===== src/rtl/ysyx_25070198_ifu_pf.sv =====
// ysyx_25070198_ifu_pf: prefetching instruction fetch unit.
//
// Keeps a DEPTH-entry FIFO of {pc, instruction} pairs ahead of decode.
// It issues one instruction memory request at a time over a valid/ready
// request channel and waits for a single valid response. A redirect flushes
// the FIFO and restarts fetch at the new pc. If the redirect arrives after a
// request was accepted, the response to that request is stale and is
// discarded in the DROP state.
//
// Ports:
//   clk, rst           clock; asynchronous active-high reset
//   redirect(_pc)      flush and restart fetch at redirect_pc & ~3
//   req_valid/addr     fetch request to instruction memory
//   req_ready          memory accepts the request
//   resp_valid/data    one response per accepted request
//   resp_err           access fault for the response
//   inst_valid/inst    FIFO head presented to decode
//   inst_pc            pc of the head entry
//   inst_ready         decode consumes the head
//   inst_fault         head entry carries an access fault
//   fifo_count         number of occupied FIFO entries
//
// Optional feature macro: IFU_ACCESS_FAULT_EN
//   Defined:   resp_err is stored per entry and shown on inst_fault. Fetch
//              halts after a faulted entry is pushed and resumes only on
//              redirect.
//   Undefined: resp_err is ignored and inst_fault is tied to 0.
module ysyx_25070198_ifu_pf #(
    parameter int unsigned       ADDR_W   = 32,
    parameter int unsigned       DATA_W   = 32,
    parameter int unsigned       DEPTH    = 4,
    parameter logic [ADDR_W-1:0] RESET_PC = 32'h8000_0000
) (
    input  logic                   clk,
    input  logic                   rst,
    input  logic                   redirect,
    input  logic [ADDR_W-1:0]      redirect_pc,
    output logic                   req_valid,
    output logic [ADDR_W-1:0]      req_addr,
    input  logic                   req_ready,
    input  logic                   resp_valid,
    input  logic [DATA_W-1:0]      resp_data,
    input  logic                   resp_err,
    output logic                   inst_valid,
    output logic [DATA_W-1:0]      inst,
    output logic [ADDR_W-1:0]      inst_pc,
    input  logic                   inst_ready,
    output logic                   inst_fault,
    output logic [$clog2(DEPTH):0] fifo_count
);
    localparam int unsigned      PTR_W   = $clog2(DEPTH);
    localparam int unsigned      CNT_W   = PTR_W + 1;
    localparam logic [CNT_W-1:0] DEPTH_C = CNT_W'(DEPTH);

    typedef enum logic [1:0] {S_IDLE, S_REQ, S_WAIT, S_DROP} state_t;

    state_t            state_q, state_d;
    logic [ADDR_W-1:0] fetch_pc_q, fetch_pc_d;
    logic [ADDR_W-1:0] req_pc_q, req_pc_d;
    logic [PTR_W-1:0]  rd_ptr_q, rd_ptr_d;
    logic [PTR_W-1:0]  wr_ptr_q, wr_ptr_d;
    logic [CNT_W-1:0]  count_q, count_d;
    logic [DATA_W-1:0] fifo_inst_q [DEPTH];
    logic [ADDR_W-1:0] fifo_pc_q   [DEPTH];
    logic              empty, push, pop, halted;
    logic              unused_pc_lsb;

`ifdef IFU_ACCESS_FAULT_EN
    logic fifo_fault_q [DEPTH];
    logic halt_q, halt_d;
    assign halted = halt_q;
`else
    logic unused_resp_err;
    assign unused_resp_err = resp_err;
    assign halted          = 1'b0;
`endif

    assign unused_pc_lsb = ^redirect_pc[1:0];

    // Fetch FSM and fetch pc
    always_comb begin
        state_d    = state_q;
        fetch_pc_d = fetch_pc_q;
        req_pc_d   = req_pc_q;
        push       = 1'b0;
`ifdef IFU_ACCESS_FAULT_EN
        halt_d     = halt_q;
`endif
        case (state_q)
            // Outstanding-slot reservation: a request is only started from
            // IDLE, where nothing is in flight, so count alone bounds it.
            S_IDLE: if (!halted && (count_q < DEPTH_C)) state_d = S_REQ;
            S_REQ: begin
                if (req_ready) begin
                    state_d    = S_WAIT;
                    req_pc_d   = fetch_pc_q;
                    fetch_pc_d = fetch_pc_q + ADDR_W'(4);
                end
            end
            S_WAIT: begin
                if (resp_valid) begin
                    state_d = S_IDLE;
                    push    = 1'b1;
`ifdef IFU_ACCESS_FAULT_EN
                    halt_d  = halt_q | resp_err;
`endif
                end
            end
            S_DROP: if (resp_valid) state_d = S_IDLE;
            default: state_d = S_IDLE;
        endcase

        // Redirect overrides everything; an accepted-but-unanswered request
        // leaves a stale response behind, which DROP swallows.
        if (redirect) begin
            push       = 1'b0;
            fetch_pc_d = {redirect_pc[ADDR_W-1:2], 2'b00};
`ifdef IFU_ACCESS_FAULT_EN
            halt_d     = 1'b0;
`endif
            case (state_q)
                S_REQ:          state_d = req_ready  ? S_DROP : S_IDLE;
                S_WAIT, S_DROP: state_d = resp_valid ? S_IDLE : S_DROP;
                default:        state_d = S_IDLE;
            endcase
        end
    end

    // FIFO pointers
    assign empty      = (count_q == '0);
    assign inst_valid = !empty && !redirect;
    assign pop        = inst_valid && inst_ready;

    always_comb begin
        rd_ptr_d = rd_ptr_q + PTR_W'(pop);
        wr_ptr_d = wr_ptr_q + PTR_W'(push);
        count_d  = count_q + CNT_W'(push) - CNT_W'(pop);
        if (redirect) begin
            rd_ptr_d = '0;
            wr_ptr_d = '0;
            count_d  = '0;
        end
    end

    always_ff @(posedge clk or posedge rst) begin
        if (rst) begin
            state_q    <= S_IDLE;
            fetch_pc_q <= RESET_PC;
            req_pc_q   <= '0;
            rd_ptr_q   <= '0;
            wr_ptr_q   <= '0;
            count_q    <= '0;
`ifdef IFU_ACCESS_FAULT_EN
            halt_q     <= 1'b0;
`endif
        end else begin
            state_q    <= state_d;
            fetch_pc_q <= fetch_pc_d;
            req_pc_q   <= req_pc_d;
            rd_ptr_q   <= rd_ptr_d;
            wr_ptr_q   <= wr_ptr_d;
            count_q    <= count_d;
`ifdef IFU_ACCESS_FAULT_EN
            halt_q     <= halt_d;
`endif
        end
    end

    // Storage needs no reset: outputs are gated by empty.
    always_ff @(posedge clk) begin
        if (push) begin
            fifo_inst_q[wr_ptr_q] <= resp_data;
            fifo_pc_q[wr_ptr_q]   <= req_pc_q;
`ifdef IFU_ACCESS_FAULT_EN
            fifo_fault_q[wr_ptr_q] <= resp_err;
`endif
        end
    end

    assign req_valid  = (state_q == S_REQ);
    assign req_addr   = fetch_pc_q;
    assign inst       = empty ? '0 : fifo_inst_q[rd_ptr_q];
    assign inst_pc    = empty ? '0 : fifo_pc_q[rd_ptr_q];
    assign fifo_count = count_q;
`ifdef IFU_ACCESS_FAULT_EN
    assign inst_fault = !empty && fifo_fault_q[rd_ptr_q];
`else
    assign inst_fault = 1'b0;
`endif

endmodule


===== config.mk =====
export PLATFORM = sky130hd
export DESIGN_NAME = ysyx_25070198_ifu_pf
export DESIGN_NICKNAME = d
export VERILOG_FILES = /design/src/rtl/ysyx_25070198_ifu_pf.sv
export SDC_FILE = /design/constraint.sdc
export NUM_CORES = 1
export LEC_CHECK = 0
export CELL_PAD_IN_SITES_DETAIL_PLACEMENT = 0
export CELL_PAD_IN_SITES_GLOBAL_PLACEMENT = 1
export CORE_ASPECT_RATIO = 1.25
export CORE_UTILIZATION = 43
export CTS_BUF_LIST = sky130_fd_sc_hd__clkbuf_4
export DETAILED_ROUTE_END_ITERATION = 16
export HOLD_SLACK_MARGIN = 0.12
export PLACE_DENSITY_LB_ADDON = 0.1
export SYNTH_ARGS = -nofsm -noshare
export SYNTH_HDL_FRONTEND = slang
export SYNTH_SLANG_ARGS = --single-unit

===== constraint.sdc =====
create_clock -name clk -period 6.12 [get_ports clk]
set_input_delay 1.224 -clock clk [delete_from_list [all_inputs] [get_ports clk]]
set_output_delay 1.224 -clock clk [all_outputs]
set_load 0.05 [all_outputs]

==> flow_summary_export.csv <==
group,metric,value,unit
clock_network,cts_tree,"done",
yosys,ys_top_cells_by_area,"edfxtp_1 (59%), dfrtp_1 (13%), mux4_2 (11%)",
detailed_routing,drt-initial-drc-count,275,
global_routing,grt_pass1_vias,7902,
timing,tightestPinTransition,1020,ps
finish,syn_to_final_growth,24.0,%
setup_path,cp-start-kind,"flop",
timing,clock_skew,29.9,ps
power_and_ir_drop,power_density,401,nW/um^2
detailed_routing,viasPerCell,5.07,
clock_network,numCtsBuffers,76,
finish,fin_area,15800,sq um
placement,dp_cells,1308,
floorplanning,row_count,70,
timing,fmax,211,MHz
finish,n_fill_cell,2417,
clock_network,insertion_delay,680,ps
floorplanning,core-area,29200,sq um
clock_network,cts_resized,0,
setup_path,reg2reg_to,"fifo_pc_q[1][24]",
global_routing,grt_max_degree,70,
setup_path,crit_fanout,46,
finish,multi_input_comb_area,3360,sq um
placement,dpl-instance-area,14800,sq um
yosys,yosys.area.top_type,"edfxtp_1",
detailed_routing,drtPass1Iterations,4,
timing,setup_viol,0,
clock_network,cts-root-buf,"clkbuf_4",
global_routing,overflow,0,
detailed_routing,postRouteAntennaNets,0,
yosys,synth_warnings,0,
setup_path,reg2reg_setup_slack,3320,ps
worst_hold_path,hold_class,"flop to flop",
power_and_ir_drop,peakVddDrop,0.208,mV
worst_hold_path,worstHoldStart,"req_pc_q[20]",
finish,area.sequential,9180,sq um
setup_path,worst-r2r-cell-count,6,
finish,drive_above_1_share,20.2,%
timing,timing.slew.headroom,32.0,%
power_and_ir_drop,total_power,0.00632,W
worst_hold_path,min_to,"fifo_pc_q[3][20]",
timing,rsz0062_at_grt,"no",
floorplanning,dieArea,30200,sq um
clock_network,cts_hold_buf,0,
setup_path,r2r-start,"state_q[0]",
yosys,synth_seq_cells,317,
setup_path,crit_path_end_kind,"output port",
clock_network,ctsLongestPathBuffers,3,
setup_path,required,4900,ps
setup_path,worstSetupPathType,"flop to output port",
clock_network,cts_sinks,317,
detailed_routing,drt-total-wl,26.2,mm
detailed_routing,wl_per_cell,18.2,um
timing,fin_setup_tns,0,ps
job,drv_cap,0,
global_routing,antenna_found_initial,1,
finish,fin_util,54.0,%
detailed_routing,vias,7305,
floorplanning,io_pins,173,
yosys,ys_seq_area_share,72.2,%
yosys,synth_edf_count,248,
clock_network,path_clk_slew,70,ps
yosys,ys.flop_type,"edfxtp_1",
timing,hold_viol,0,
timing,min_period,4750,ps
worst_hold_path,whs_path_depth,0,
global_routing,grt_first_pass_wirelength,42.3,mm
placement,io_buffers,164,
finish,final_cells,1441,
floorplanning,start_util,43.6,%
outcome,status,"finished clean",
placement,hpwl,15.9,mm
yosys,ys_async_sr_fraction,21.8,%
timing,maxSlewViolCount,0,
floorplanning,die_y,194,um
yosys,synth_top_area_share,58.6,%
clock_network,htreeDepth,3,
clock_network,post_cts_buffers,0,
finish,final_cell_mix,"edfxtp_1 (248), clkdlybuf4s50_1 (164), nand2_1 (118)",
detailed_routing,drc,0,
finish,layout_commonest_cell,"edfxtp_1",
finish,num-nets-final,1067,
yosys,synth_area,12700,sq um
power_and_ir_drop,p_leak,5.43,nW
placement,place_congestion,0.806,
timing,post-route-period-util,77.6,%
yosys,avgSynthCellArea,16.4,sq um
yosys,synth.distinct_cells,46,
setup_path,worstPathArrival,3520,ps
yosys,syn_inst,774,
global_routing,grt_usage,18.3,%
floorplanning,die_width,156,um
worst max-delay path by stage:
stage,startpoint,end,depth (start not counted)
floorplan,redirect,fifo_inst_q[1][0],6
global placement,redirect,inst_valid,3
detailed placement,redirect,fifo_pc_q[1][25],7
CTS,rd_ptr_q[0],inst[14],4
global route,rd_ptr_q[0],inst[14],4
finish,rd_ptr_q[0],inst[14],4
where the power goes:
part | switching (W) | internal (W)
Sequential | 0.000228 | 0.00261
Combinational | 0.00118 | 0.000657
Clock | 0.000786 | 0.000862
Total | 0.00219 | 0.00413
sequential cells by signal, indices dropped and copies added, names as in the netlist:
register,cells
fifo_pc_q,120
fifo_count,3
fifo_inst_q,128
rd_ptr_q,2
req_pc_q,30
state_q,2
req_addr,30
wr_ptr_q,2
per-layer routing:
layer	global-route usage [%]	up-vias	part of all wire, %
met2	31.1	215	51
li1	-	3417	-
met3	4.58	42	5.1
met1	22.5	3631	42
met4	6.94	0	1.7
met5	0	-	0
per-stage QoR:
| stage | hold slack [ps] | setup slack (ps) |
|---|---|---|
| after floorplan | 476 | 1180 |
| after global placement | 489 | 1780 |
| after detailed placement | 500 | 1720 |
| after CTS | 512 | 1180 |
| after global routing | 527 | 1070 |
| final | 510 | 1370 |
layout make-up:
type	instances	area share, %
well taps	396	3.14
clock inverters	23	0.746
flip-flops and latches	317	58.3
diodes	1	0.0159
multi-input cells	408	21.3
inverters	7	0.167
repair buffers	180	11.2
clock buffers	109	5.19
logic make-up (layout without fill, tap and decap cells):
family                   after synthesis  after routing  synth area share [%]
flip-flops                           317            317                  72.2
buffers and inverters                 53            319                  1.81
AND/OR/NAND/NOR                      268            268                  10.6
other                                  1              6                0.0295
AO/OA/AOI/OAI                         51             51                  2.64
XOR/XNOR                              15             15                  1.03
multiplexers                          63             63                  11.1
adder cells (fa/ha/maj)                6              6                 0.650
cells in the mapped netlist, types with 6 or more instances:
cell type,instances
edfxtp_1,248
nand2_1,118
dfrtp_1,68
nor2b_1,67
mux4_2,62
clkbuf_1,29
nor2_1,22
o21ai_0,15
or4_1,15
a31oi_1,13
nand3_1,11
o31ai_1,11
xnor2_1,9
buf_1,7
inv_1,7
nand4_1,6
xor2_1,6
critical path: stages (launching register included):
cell,delay [ps]
dfrtp_4,1060
buf_4,380
mux4_2,530
nor2b_1,150
clkdlybuf4s50_1,720
Power figures use the tool's default switching activity.
==> variant: new RTL, same settings <==
The parameter `DEPTH` goes from 4 to 2.
--- a/src/rtl/ysyx_25070198_ifu_pf.sv
+++ b/src/rtl/ysyx_25070198_ifu_pf.sv
@@ -30,3 +30,3 @@
     parameter int unsigned       DATA_W   = 32,
-    parameter int unsigned       DEPTH    = 4,
+    parameter int unsigned       DEPTH    = 2,
     parameter logic [ADDR_W-1:0] RESET_PC = 32'h8000_0000
Ports: changed (resized fifo_count); port bits go from 173 to 172. The function was not compared with the original's and may differ.
==> variant against the unedited design <==
Non-clock buffer count is 12 lower. Power down 49%. Area after synthesis shrank 37%. Sequential cell count decreased by 127. Worst setup slack improved by 0.43 ns. Sequential share of layout area shrank 4.5 points. Final area decreased by 37%. Routed wire length decreased by 35%.
==> variant: results (changes against the unedited design) <==
[outcome]
status = finished clean

[global_route]
grt_pass1_wl_mm = 27.2  ; -36%
grt_pass1_vias = 5324  ; -33%
antenna_found_initial = 1  ; unchanged
grt.total_usage_pct = 18.8  ; +0.51 points
grt_max_degree = 64  ; -8.6%

[logic_synthesis]
synth_ff_type = edfxtp_1
synth_fa_ha_area_share_pct = 0.788  ; +0.14 points
synth-edff-count = 124  ; -50%
yosys.area_share.xor_xnor_pct = 1.54  ; +0.51 points
async_flop_share_pct = 34.7  ; +13 points
synth.area.top_cells = edfxtp_1 47%, dfrtp_1 20%, mux2i_1 8.1%
avgSynthCellArea_um2 = 12.5  ; -24%
yosys-mux-area-fraction_pct = 8.06  ; -3.0 points
synthDistinctLibCells = 36  ; -22%
ys_seq_area_share_pct = 67.7  ; -4.5 points
yosys-top-cells-count = 124 x edfxtp_1, 105 x nand2_1, 85 x nor2_1, 65 x dfrtp_1, 64 x mux2i_1
yosysWarningCount = 0  ; unchanged
synth_compound_area_share_pct = 3.91  ; +1.3 points

[layout]
drive_gt1_share_pct = 5.26  ; -15 points
nFillCells = 1581  ; -35%
fin_nets = 862  ; -19%
reg_top3 = fifo_inst_q: 64 flops, fifo_pc_q: 60 flops

[sta]
skew_ns = 0.0189  ; -0.0110 ns
maxSlewHeadroom_pct = 24.5  ; -7.5 points

[setup_path]
critical_path.max_stage_delay_ns = 0.72  ; -0.34 ns
crit_family = buffers and inverters
crit_slowest_cell = nor2_4
worstPathArrival_ns = 3.09  ; -0.43 ns
cp_max_fo = 37  ; -20%

[placement]
post-place-ws_ns = 1.92  ; +0.197 ns
place_area_mm2 = 0.00976  ; -34%
gpl.final_weighted_congestion = 0.798  ; -0.98%
io_buffer_count = 163  ; -0.61%
post-dp-hpwl_mm = 11.3  ; -29%

[clock_tree]
path_clk_slew_ns = 0.14  ; +0.07 ns
cts_max_level = 4  ; +1
clockRootBuffer = clkbuf_4
clockBufferDepth = 2  ; -1
post_cts_buffers = 0  ; unchanged
clk_latency_ns = 0.56  ; -0.12 ns
cts_resized = 0  ; unchanged
cts_buffers = 17  ; -78%

[power_and_ir_drop]
peakVddDrop_mv = 0.157  ; -24%
comb_power_share_pct = 28.0  ; -1.1 points
p_sw_share_pct = 36.0  ; +1.3 points
p_leak_nw = 3.57  ; -34%
clk-power_uw = 593  ; -64%
power_mw = 3.23  ; -49%

[route]
viasPerCell = 5.12  ; +1.0%
wl_mm = 17.1  ; -35%
drtPass1Iterations = 4  ; unchanged
drtIter0Drc = 332  ; +21%
routedWlPerCell_um = 16.7  ; -8.2%

[hold_path]
hold_class = reg -> reg

==> variant: cell type report <==
type	count	area [µm²]	share of cell area, %
diodes	1	2.50	0.0250
clock buffers	17	128	1.28
clock inverters	15	114	1.14
inverters	10	37.5	0.375
multi-input cells	399	2380	23.8
flip-flops and latches	190	5380	53.8
well taps	228	285	2.85
repair buffers	168	1670	16.7
==> variant: path summary, 6_finish.rpt <==
path	slack, ns	start	end	depth (start not counted)
max	1.81	fifo_count[1]	inst_pc[18]	4
min	0.49	req_pc_q[8]	fifo_pc_q[0][8]	0
max reg2reg	3.72	state_q[1]	req_addr[21]	5
min reg2reg	0.49	req_pc_q[8]	fifo_pc_q[0][8]	0
max in group asynchronous	4.13	rst	rd_ptr_q	3
min in group asynchronous	0.94	rst	req_addr[15]	2
==> variant: per-layer routing <==
metal  GRT usage, %  routed length, µm
met1           23.4               7580
met2           32.4               8550
met4           4.99                155
met3           4.49                853
met5              0                  0
